## config.mk

```make
export PLATFORM = sky130hd
export DESIGN_NAME = gate_sweep_ctrl
export DESIGN_NICKNAME = d
export VERILOG_FILES = /design/src/rtl/gate_sweep_pkg.sv /design/src/rtl/sweep_settle_cnt.sv /design/src/rtl/gate_sweep_ctrl.sv
export SDC_FILE = /design/constraint.sdc
export NUM_CORES = 1
export LEC_CHECK = 0
export ABC_CLOCK_PERIOD_IN_PS = 4300
export CORE_UTILIZATION = 57
export DETAILED_ROUTE_END_ITERATION = 10
export HOLD_SLACK_MARGIN = 0.12
export PLACE_DENSITY_LB_ADDON = 0.1
export SETUP_SLACK_MARGIN = 0.02
export SLEW_MARGIN = 10
export SYNTH_ARGS = -nofsm -noshare
export SYNTH_HDL_FRONTEND = slang
export SYNTH_SLANG_ARGS = --single-unit
```

## constraint.sdc

```tcl
create_clock -name clk -period 4.3 [get_ports clk]
set_input_delay 0.645 -clock clk [delete_from_list [all_inputs] [get_ports clk]]
set_output_delay 0.645 -clock clk [all_outputs]
set_load 0.05 [all_outputs]
```

## src/rtl/gate_sweep_pkg.sv

```systemverilog
// rtl/gate_sweep_pkg.sv - state encoding and course-gate truth tables for gate_sweep_ctrl
package gate_sweep_pkg;

    typedef enum logic [1:0] {
        ST_IDLE  = 2'd0,
        ST_APPLY = 2'd1,
        ST_CHECK = 2'd2,
        ST_DONE  = 2'd3
    } state_t;

    // Bit k is the gate output expected for input vector k, vec = {a, b}
    localparam logic [3:0] EXPECT_NOTA_AND_B = 4'b0010;
    localparam logic [3:0] EXPECT_AND        = 4'b1000;
    localparam logic [3:0] EXPECT_OR         = 4'b1110;
    localparam logic [3:0] EXPECT_XOR        = 4'b0110;

endpackage

```

## src/rtl/sweep_settle_cnt.sv

```systemverilog
// rtl/sweep_settle_cnt.sv - 8-bit settle down-counter, terminal flag at zero
module sweep_settle_cnt (
    input  logic       clk,
    input  logic       rst_n,
    input  logic       load,
    input  logic       en,
    input  logic [7:0] load_val,
    output logic       tc
);

    logic [7:0] cnt;

    always_ff @(posedge clk) begin
        if (!rst_n) begin
            cnt <= 8'd0;
        end else if (load) begin
            cnt <= load_val;
        end else if (en && (cnt != 8'd0)) begin
            cnt <= cnt - 8'd1;
        end
    end

    assign tc = (cnt == 8'd0);

endmodule

```

## src/rtl/gate_sweep_ctrl.sv

```systemverilog
// rtl/gate_sweep_ctrl.sv - sweeps a gate through all input vectors and checks it; STOP_ON_ERR_EN ends at first mismatch
module gate_sweep_ctrl
    import gate_sweep_pkg::*;
#(
    parameter int                       N_IN        = 2,
    parameter int                       STEP_CYCLES = 1,
    parameter logic [(1<<N_IN)-1:0]     EXPECT      = EXPECT_NOTA_AND_B
) (
    input  logic            clk,
    input  logic            rst_n,
    input  logic            start,
    input  logic            dut_s,
    output logic [N_IN-1:0] vec,
    output logic            busy,
    output logic            done,
    output logic            pass,
    output logic [N_IN:0]   err_count,
    output logic [N_IN-1:0] first_err
);

`ifdef STOP_ON_ERR_EN
    localparam bit STOP_ON_ERR = 1'b1;
`else
    localparam bit STOP_ON_ERR = 1'b0;
`endif

    localparam logic [N_IN-1:0] VEC_LAST    = '1;
    localparam logic [7:0]      SETTLE_LOAD = 8'(STEP_CYCLES - 1);

    state_t            state, state_nxt;
    logic [N_IN-1:0]   vec_nxt, first_nxt;
    logic [N_IN:0]     err_nxt;
    logic              pass_nxt;
    logic              settle_load, settle_tc, mismatch, sweep_end;

    assign mismatch  = (dut_s != EXPECT[vec]);
    assign sweep_end = (vec == VEC_LAST) || (STOP_ON_ERR && mismatch);

    sweep_settle_cnt u_settle (
        .clk      (clk),
        .rst_n    (rst_n),
        .load     (settle_load),
        .en       (state == ST_APPLY),
        .load_val (SETTLE_LOAD),
        .tc       (settle_tc)
    );

    always_comb begin
        state_nxt   = state;
        vec_nxt     = vec;
        err_nxt     = err_count;
        first_nxt   = first_err;
        pass_nxt    = pass;
        settle_load = 1'b0;
        case (state)
            ST_IDLE, ST_DONE: begin
                if (start) begin
                    state_nxt   = ST_APPLY;
                    vec_nxt     = '0;
                    err_nxt     = '0;
                    first_nxt   = '0;
                    pass_nxt    = 1'b0;
                    settle_load = 1'b1;
                end else begin
                    state_nxt = ST_IDLE;
                end
            end
            ST_APPLY: begin
                if (settle_tc) begin
                    state_nxt = ST_CHECK;
                end
            end
            ST_CHECK: begin
                if (mismatch) begin
                    err_nxt = err_count + 1'b1;
                    if (err_count == '0) begin
                        first_nxt = vec;
                    end
                end
                // pass is resolved on entry to DONE so it is already valid alongside done
                if (sweep_end) begin
                    state_nxt = ST_DONE;
                    pass_nxt  = (err_nxt == '0);
                end else begin
                    state_nxt   = ST_APPLY;
                    vec_nxt     = vec + 1'b1;
                    settle_load = 1'b1;
                end
            end
            default: state_nxt = ST_IDLE;
        endcase
    end

    always_ff @(posedge clk) begin
        if (!rst_n) begin
            state     <= ST_IDLE;
            vec       <= '0;
            err_count <= '0;
            first_err <= '0;
            pass      <= 1'b0;
        end else begin
            state     <= state_nxt;
            vec       <= vec_nxt;
            err_count <= err_nxt;
            first_err <= first_nxt;
            pass      <= pass_nxt;
        end
    end

    assign busy = (state == ST_APPLY) || (state == ST_CHECK);
    assign done = (state == ST_DONE);

endmodule

```

==> results of run 1 <==
logic make-up (layout without fill, tap and decap cells):
logic type / after synthesis / count (layout)
AND/OR/NAND/NOR: 43 / 43
AO/OA/AOI/OAI: 33 / 33
flip-flops: 18 / 18
multiplexers: 2 / 2
XOR/XNOR: 4 / 4
adder cells (fa/ha/maj): 9 / 9
buffers and inverters: 16 / 28
report_power, final:
group | internal, mW | switching [mW]
Combinational | 0.0479 | 0.0859
Clock | 0.0326 | 0.0514
Sequential | 0.175 | 0.00915
Total | 0.255 | 0.146
layer usage:
metal | vias to the layer above | track usage (%) | wire [µm]
met5 | - | 0 | 0
met1 | 435 | 33.0 | 1010
met3 | 7 | 3.67 | 81
met2 | 31 | 41.5 | 1040
li1 | 472 | - | -
met4 | 0 | 5.45 | 34
flip-flops by register name, indices dropped and copies added (netlist names):
name / flops
u_settle.cnt: 8
err_count: 3
first_err: 2
state: 2
vec: 2
pass: 1
stage by stage:
step	hold WS (ns)	total power [mW]	instance area, µm²
detailed placement	0.462	0.318	1170
global route	0.497	0.425	1190
CTS	0.478	0.400	1190
global placement	0.461	0.315	1170
finish	0.477	0.402	1190
floorplan	0.474	0.288	1030
cell type report:
type / instances / area share [%]
inverters: 12 / 3.78
well taps: 24 / 2.52
clock buffers: 3 / 1.89
flip-flops and latches: 18 / 30.2
multi-input cells: 91 / 50.7
repair buffers: 13 / 10.9
worst max-delay path: stages, from the launching register on:
cell and delay (ns):
dfxtp_1 0.40, inv_1 0.06, ha_1 0.35, inv_1 0.09, clkdlybuf4s50_1 0.80
cell usage in the layout (no fill, tap or decap), types with 2 or more instances in the layout:
cell type        synthesis  routed
clkdlybuf4s50_1          0      13
a21oi_1                 10      10
clkbuf_4                 0       3
o21ai_0                  8       8
nor2b_1                  3       3
a211oi_1                 2       2
inv_1                   12      12
nor4_1                   2       2
mux2i_1                  2       2
nand4_1                  3       3
nor3_1                   5       5
dfxtp_1                 18      18
a31oi_1                  2       2
nor2_1                  11      11
xnor2_1                  3       3
and2_1                   2       2
nand2b_1                 3       3
nand2_1                  7       7
ha_1                     9       9
nand3b_1                 2       2
final timing paths:
check,slack (ns),end
min,0.48,first_err[0]
max reg2reg,2.33,first_err[1]
min reg2reg,0.48,first_err[0]
max,1.66,busy
cells in the mapped netlist (all sizes together):
master	instances
dfxtp	18
inv	12
nor2	11
a21oi	10
o21ai	10
ha	9
nand2	7
nor3	5
clkbuf	3
nand2b	3
nand4	3
nor2b	3
xnor2	3
a211oi	2
a31oi	2
and2	2
mux2i	2
nand3b	2
nor4	2
or4	2
a2111oi	1
a32o	1
buf	1
nor3b	1
o2111ai	1
o211ai	1
o221ai	1
o22ai	1
o31ai	1
o32ai	1
o41ai	1
or3	1
or3b	1
xor2	1
==> metrics, run 1 <==
mapped cell area 1030 µm²; Final GP Congestion 0.857; DP Worst Slack 1.96 ns; post-route insts no fill 161; fillers 134; vias in the first global route 843; first-pass GRT wire length 3630 µm; Post-CTS Setup Bufs 0; fmax 378 MHz; number of DRC markers in iteration 0 22; final clock skew 0.00617 ns; Yosys top cell area share 35.1%; period utilization 61.5%; Critical Path AT 2.00 ns; WS Path Type flip-flop to output pin; Tightest Pin Transition 0.584 ns; max_slew headroom 60.1%; Post-Route WL 2170 µm; final core utilization 74.8%; DR vias/cell 5.87; hold-critical path depth 2; Die Span Y 44.4 µm; maximum VDD drop 0.191 mV; worst min path class flip-flop to flip-flop; unrepaired setup endpoints after global routing no; area of the multi-input gates 604 µm²; CTS resizes 0; Routed WL per cell 13.4 µm; largest net degree at the start of global routing 11; number of max-cap violations 0; synth top area cells dfxtp_1, ha_1, a21oi_1; overall global routing resource usage 24.5%; Initial Util 64.4%; endpoints failing hold 0; fin crit period 2.64 ns; clock root cell clkbuf_4; antenna-violating nets left 0; LEAKAGE 0.432 nW; xor/xnor share of the synthesized area 3.41%; Hold-fix buffers, CTS 0; initial antenna violation count 0; HP Start first_err[0]; Reg area 360 µm²; n_diodes 0; #FFs+latches synth 18; first-pass detailed-route iteration total 8; Slew Viols, Final 0; Final setup viols 0; FP Rows 14; CTS H-tree lvls 1; # nets final 152; Vias 945; total congestion overflow 0; Ports 14; main combinational cell family by area after synthesis simple AND/OR/NAND/NOR gates; setup TNS 0 ns; YS warnings 0; Netlist cell types 37; Reg-to-Reg Start vec[1]; FF-to-FF path depth 6; clock-pin slew on the worst setup and hold paths 0.10 ns; Compound-Gate Fraction of Synth Area 20.1%; I/O Buffers 13; Area growth syn-to-layout 16.2%; crit path from state[0]; crit-path max FO 6; cts bufs inserted 3; worst-skew pair later-pin latency 0.30 ns; startpoint types flip-flop; mux contribution to synthesized area 1.95%; worst-case clock buffer depth 2; layout cells sized above 1 4.38%; Yosys top cell by area dfxtp_1; status finished, final reports clean; Die W 44.4 µm; syn_nets 138; Synth Area in Simple Gates 22.4%; Syn Inst Count 125; DRC Markers 0; CTS sink count 18; die area 1970 µm²; Pwr per Cell Area 337 nW/µm²; Worst setup EP type output pin; Final WS setup 1.66 ns; CTS tree built; sequential-to-total area share from yosys stat 35.1%; hpwl dp 1620 µm; Syn Area/Cell 8.21 µm²; Req. time, crit path 3.65 ns; CORE AREA 1590 µm²; placed cell count 158; Adder-Cell Fraction of Synth Area 11.0%
No activity file was read; power rests on OpenSTA's default activity.
==> run 2, diff against run 1 <==
Settings changed: ABC_CLOCK_PERIOD_IN_PS 4300 to 2400, CORE_UTILIZATION 57 to 48.
Clock period 4.3 ns to 2.4 ns, I/O delays scaled along.
==> run 2 against run 1 <==
Compared with the run above: setup slack got worse by 1.2 ns; largest cell class unchanged; first-iteration DRC count rose by 41%; clock power rose by 120%; highest routed layer is now met3.
==> metrics, run 2 (same netlist as run 1, synthesis figures left out) <==
Most flops, register u_settle.cnt; initial antenna violation count 0 (unchanged); max_slew headroom 60.5% (+0.47 points); cts bufs inserted 3 (unchanged); Die W 48.2 µm (+8.6%); Regs by FF count u_settle.cnt: 8 flops, err_count: 3 flops; DP Worst Slack 0.372 ns (-1.59 ns); Area growth syn-to-layout 18.9%; endpoints failing hold 0 (unchanged); area of the multi-input gates 604 µm² (unchanged); commonest non-fill, non-tap cells in the layout dfxtp_1, inv_1, clkdlybuf4s50_1; worst-case clock buffer depth 2 (unchanged); Req. time, crit path 2.04 ns (-1.61 ns); maximum VDD drop 0.361 mV (+89%); period utilization 83.0%; clock-pin slew on the worst setup and hold paths 0.11 ns (about the same); Critical Path AT 1.63 ns (-0.37 ns); Hold-fix buffers, CTS 0 (unchanged); Ports 14 (unchanged); switching power total 266 µW (+81%); Vias 953 (+0.85%); startpoint types flip-flop; hpwl dp 1610 µm (-0.84%); crit path to busy; fmax 502 MHz; Reg area 360 µm² (unchanged); Pwr per Cell Area 621 nW/µm² (+84%); Slew Viols, Final 0 (unchanged); layout cells sized above 1 5.76% (+1.4 points); reg-to-reg endpoint first_err[1]; DRC Markers 0 (unchanged); Sequential Power Share 43.4% (-2.3 points); CTS sink count 18 (unchanged); vias in the first global route 834 (-1.1%); fin crit period 1.99 ns; Post-DP Area 1180 µm² (+0.96%); total congestion overflow 0 (unchanged); Gate power share 31.8% (-1.5 points); worst-skew pair later-pin latency 0.29 ns (about the same); CTS tree built; first-pass GRT wire length 3580 µm (-1.3%); final clock skew 0.000793 ns (-0.00538 ns); worst min path class flip-flop to flip-flop; WHS 0.485 ns (+0.00773 ns); first-pass detailed-route iteration total 4 (-4); setup TNS 0 ns (unchanged); DR vias/cell 5.74 (-2.2%); Tightest Pin Transition 0.588 ns (+0.00415 ns); crit path from state[0]; commonest non-fill, non-tap cell in the layout dfxtp_1; WS Path Type flip-flop to output pin; I/O Buffers 13 (unchanged); LEAKAGE 0.458 nW (+6.0%); Final setup viols 0 (unchanged); design area 1220 µm² (+2.3%); antenna-violating nets left 0 (unchanged); largest net degree at the start of global routing 11 (unchanged); Reg2Reg Setup Slack 0.56 ns (-1.77 ns); placed cell count 162 (+2.5%); Int Pwr 492 µW (+93%); FF-to-FF path depth 6 (unchanged); Final GP Congestion 0.784 (-8.5%); number of max-cap violations 0 (unchanged); clock power share 24.8% (+3.9 points); Final WS setup 0.408 ns (-1.25 ns); die area 2330 µm² (+18%); n_diodes 0 (unchanged); total power 758 µW (+89%); FP Rows 16 (+2); Sw Share 35.1% (-1.4 points); Reg-to-Reg Start state[0]; # nets final 153 (+0.66%); Initial Util 51.8% (-13 points); crit-path max FO 6 (unchanged); unrepaired setup endpoints after global routing no; CORE AREA 1980 µm² (+24%); number of DRC markers in iteration 0 31 (+41%); fillers 181 (+35%); final core utilization 61.6% (-13 points); overall global routing resource usage 21.8% (-2.7 points); clock root cell clkbuf_4; Worst setup EP type output pin; Post-Route WL 2180 µm (+0.83%); status finished, final reports clean; post-route insts no fill 166 (+3.1%); CTS H-tree lvls 1 (unchanged); Routed WL per cell 13.2 µm (-2.2%); max FFs per register 8 (unchanged); Die Span Y 48.2 µm (+8.6%)
## run 2: cell count changes in the layout (fill, tap and decap cells not counted)
cell | before | now
clkdlybuf4s50_1 | 13 | 12
dlymetal6s2s_1 | 0 | 1
buf_4 | 0 | 1
clkbuf_8 | 0 | 1
## run 2: worst min path at each step
stage / cells after the start / slack [ns] / from / to
5_1_grt: 2 / 0.53 / first_err[0] / first_err[0]
6_report: 2 / 0.48 / first_err[1] / first_err[1]
4_1_cts: 2 / 0.49 / first_err[1] / first_err[1]
2_1_floorplan: 2 / 0.47 / u_settle.cnt[4] / u_settle.cnt[4]
3_3_place_gp: 2 / 0.46 / first_err[1] / first_err[1]
3_5_place_dp: 2 / 0.46 / first_err[1] / first_err[1]
## run 2: power groups by stage
stage	Combinational [mW]	Clock, mW	Sequential (mW)
floorplan	0.182	0	0.335
CTS	0.240	0.196	0.328
global placement	0.234	0	0.334
finish	0.241	0.188	0.329
global route	0.267	0.202	0.331
detailed placement	0.239	0	0.335
## run 2: critical path: stages (launching register included)
cell            delay, ns
dfxtp_1              0.39
inv_1                0.06
ha_1                 0.36
inv_1                0.10
dlymetal6s2s_1       0.43
## run 2: repair_timing
item / 4_1_cts / 5_1_grt
setup endpoints to repair: 0 / 1
gates resized for setup: 0 / 1
hold endpoints to repair: 0 / 0
buffers inserted: 0 / 0
## run 2: per-layer routing
layer	vias to the layer above	track usage (%)	share of wire, %
li1	476	-	-
met1	464	29.3	48
met2	13	36.0	49
met3	0	3.70	3.0
met4	0	5.56	0
met5	-	0	0
## run 2: layout make-up
type	instances	area share, %
multi-input combinational	91	49.5
sequential	18	29.5
timing repair buffer	14	11.5
inverter	12	3.69
clock buffer	4	2.97
tap	27	2.77
==> run 3, diff against run 2 <==
Settings changed: ABC_CLOCK_PERIOD_IN_PS 2400 to 1800.
Clock period 2.4 ns to 1.8 ns, I/O delays scaled along.
==> run 3 against run 2 <==
Compared with the run above: wire length up 11%; global-route usage grew 1.4 points; sequential power rose by 34%; highest routed layer is now met4.
==> metrics, run 3 (same netlist as run 1, synthesis figures left out) <==
worst-skew pair later-pin latency 0.29 ns (about the same); Die Span Y 48.2 µm (unchanged); worst path cell trace clkdlybuf4s50_1; Reg-to-Reg Start u_settle.cnt[2]; # nets final 162 (+5.9%); FF-to-FF path depth 4 (-2); Critical Path AT 1.46 ns (-0.17 ns); first-pass GRT wire length 3710 µm (+3.7%); number of max-cap violations 0 (unchanged); DP Worst Slack 0.0639 ns (-0.308 ns); die area 2330 µm² (unchanged); Worst setup EP type output pin; Post-Route WL 2410 µm (+11%); Final WS setup 0.0672 ns (-0.341 ns); largest net degree at the start of global routing 11 (unchanged); Die W 48.2 µm (unchanged); Area growth syn-to-layout 28.5%; total power 1.11 mW (+46%); reg-to-reg endpoint u_settle.cnt[7]; fin crit period 1.73 ns; worst min path class flip-flop to flip-flop; Routed WL per cell 13.8 µm (+4.9%); final clock skew 0.00428 ns (+0.00349 ns); WS Path Type flip-flop to output pin; CORE AREA 1980 µm² (unchanged); Ports 14 (unchanged); max incr delay on CP 0.80 ns (+0.37 ns); number of DRC markers in iteration 0 14 (-55%); post-route insts no fill 175 (+5.4%); HP Start first_err[0]; FP Rows 16 (unchanged); Bufs and invs on worst path 1 (-2); total congestion overflow 0 (unchanged); first-pass detailed-route iteration total 4 (unchanged); WHS 0.485 ns (-0.000240 ns); antenna-violating nets left 0 (unchanged); hold-critical path depth 2 (unchanged); Pwr per Cell Area 838 nW/µm² (+35%); CTS tree built; vias in the first global route 910 (+9.1%); Slew Viols, Final 0 (unchanged); critical path's top delay family buffers and inverters; cts bufs inserted 3 (unchanged); initial antenna violation count 0 (unchanged); Initial Util 51.8% (unchanged); setup TNS 0 ns (unchanged); worst-case clock buffer depth 2 (unchanged); overall global routing resource usage 23.2% (+1.4 points); endpoints failing hold 0 (unchanged); CTS sink count 18 (unchanged); hpwl dp 1830 µm (+14%); LEAKAGE 0.523 nW (+14%); max FFs per register 8 (unchanged); max_slew headroom 65.6% (+5.1 points); Req. time, crit path 1.53 ns (-0.51 ns); Vias 987 (+3.6%); period utilization 96.3%; commonest non-fill, non-tap cell in the layout buf_4; maximum VDD drop 0.439 mV (+22%); status finished, final reports clean; Slowest-stage cell, CP clkdlybuf4s50_1; Reg2Reg Setup Slack 0.09 ns (-0.47 ns); DRC Markers 0 (unchanged); startpoint types flip-flop; placed cell count 170 (+4.9%); CTS H-tree lvls 1 (unchanged); clock-pin slew on the worst setup and hold paths 0.11 ns (about the same); I/O Buffers 13 (unchanged); clock root cell clkbuf_4; Final GP Congestion 0.805 (+2.7%); layout cells sized above 1 19.6% (+14 points); crit-path max FO 4 (-2); n_diodes 0 (unchanged); Tightest Pin Transition 0.514 ns (-0.0739 ns); Regs by FF count u_settle.cnt: 8 flops, err_count: 3 flops; Most flops, register u_settle.cnt; fmax 577 MHz; Final setup viols 0 (unchanged); DR vias/cell 5.64 (-1.8%); Hold Crit Endpoint first_err[0]; commonest non-fill, non-tap cells in the layout buf_4, dfxtp_1, inv_1; unrepaired setup endpoints after global routing no
[run 3: layout make-up]
| type | count | area, µm² |
|---|---|---|
| Clock buffer | 4 | 36.3 |
| Fill cell | 160 | 663 |
| Inverter | 12 | 45.0 |
| Multi-Input combinational cell | 91 | 631 |
| Sequential cell | 18 | 368 |
| Tap cell | 27 | 33.8 |
| Timing Repair Buffer | 23 | 205 |
[run 3: tightest hold or removal path: cells and delay by family, from the launching register on]
| kind | cells | cell delay, ns |
|---|---|---|
| flip-flops | 1 | 0.33 |
| AND/OR/NAND/NOR | 1 | 0.05 |
| AO/OA/AOI/OAI | 1 | 0.06 |
[run 3: worst max-delay path by stage]
stage / end / startpoint / cells past startpoint
after global routing: u_settle.cnt[7] / u_settle.cnt[2] / 4
after floorplan: first_err[1] / vec[0] / 5
after detailed placement: first_err[1] / start / 5
after CTS: state[1] / u_settle.cnt[1] / 6
final: vec[1] / vec[1] / 1
after global placement: u_settle.cnt[3] / u_settle.cnt[1] / 7
[run 3: layer usage]
layer  GRT usage (%)  part of all wire (%)  vias to the layer above
met5               0                     0                        -
met4            9.44                   1.2                        0
met2            41.3                    50                       20
met1            27.4                    47                      473
li1                -                     -                      490
met3            3.70                   2.2                        4
[run 3: power breakdown]
part / total, mW / switching, mW / internal, mW
sequential: 0.440 / 0.0224 / 0.418
combinational: 0.416 / 0.232 / 0.184
clock: 0.249 / 0.126 / 0.123
[run 3: stage by stage]
step	area (µm²)	util [%]
5_1_grt	1320	66.5
4_1_cts	1290	65.0
3_3_place_gp	1250	63.1
6_report	1320	66.5
2_1_floorplan	1040	-
3_5_place_dp	1250	63.1
[run 3: repair_timing]
action	4_1_cts	5_1_grt
hold buffers	0	0
setup endpoints to repair	0	8
buffers inserted	0	1
gates resized for setup	0	7
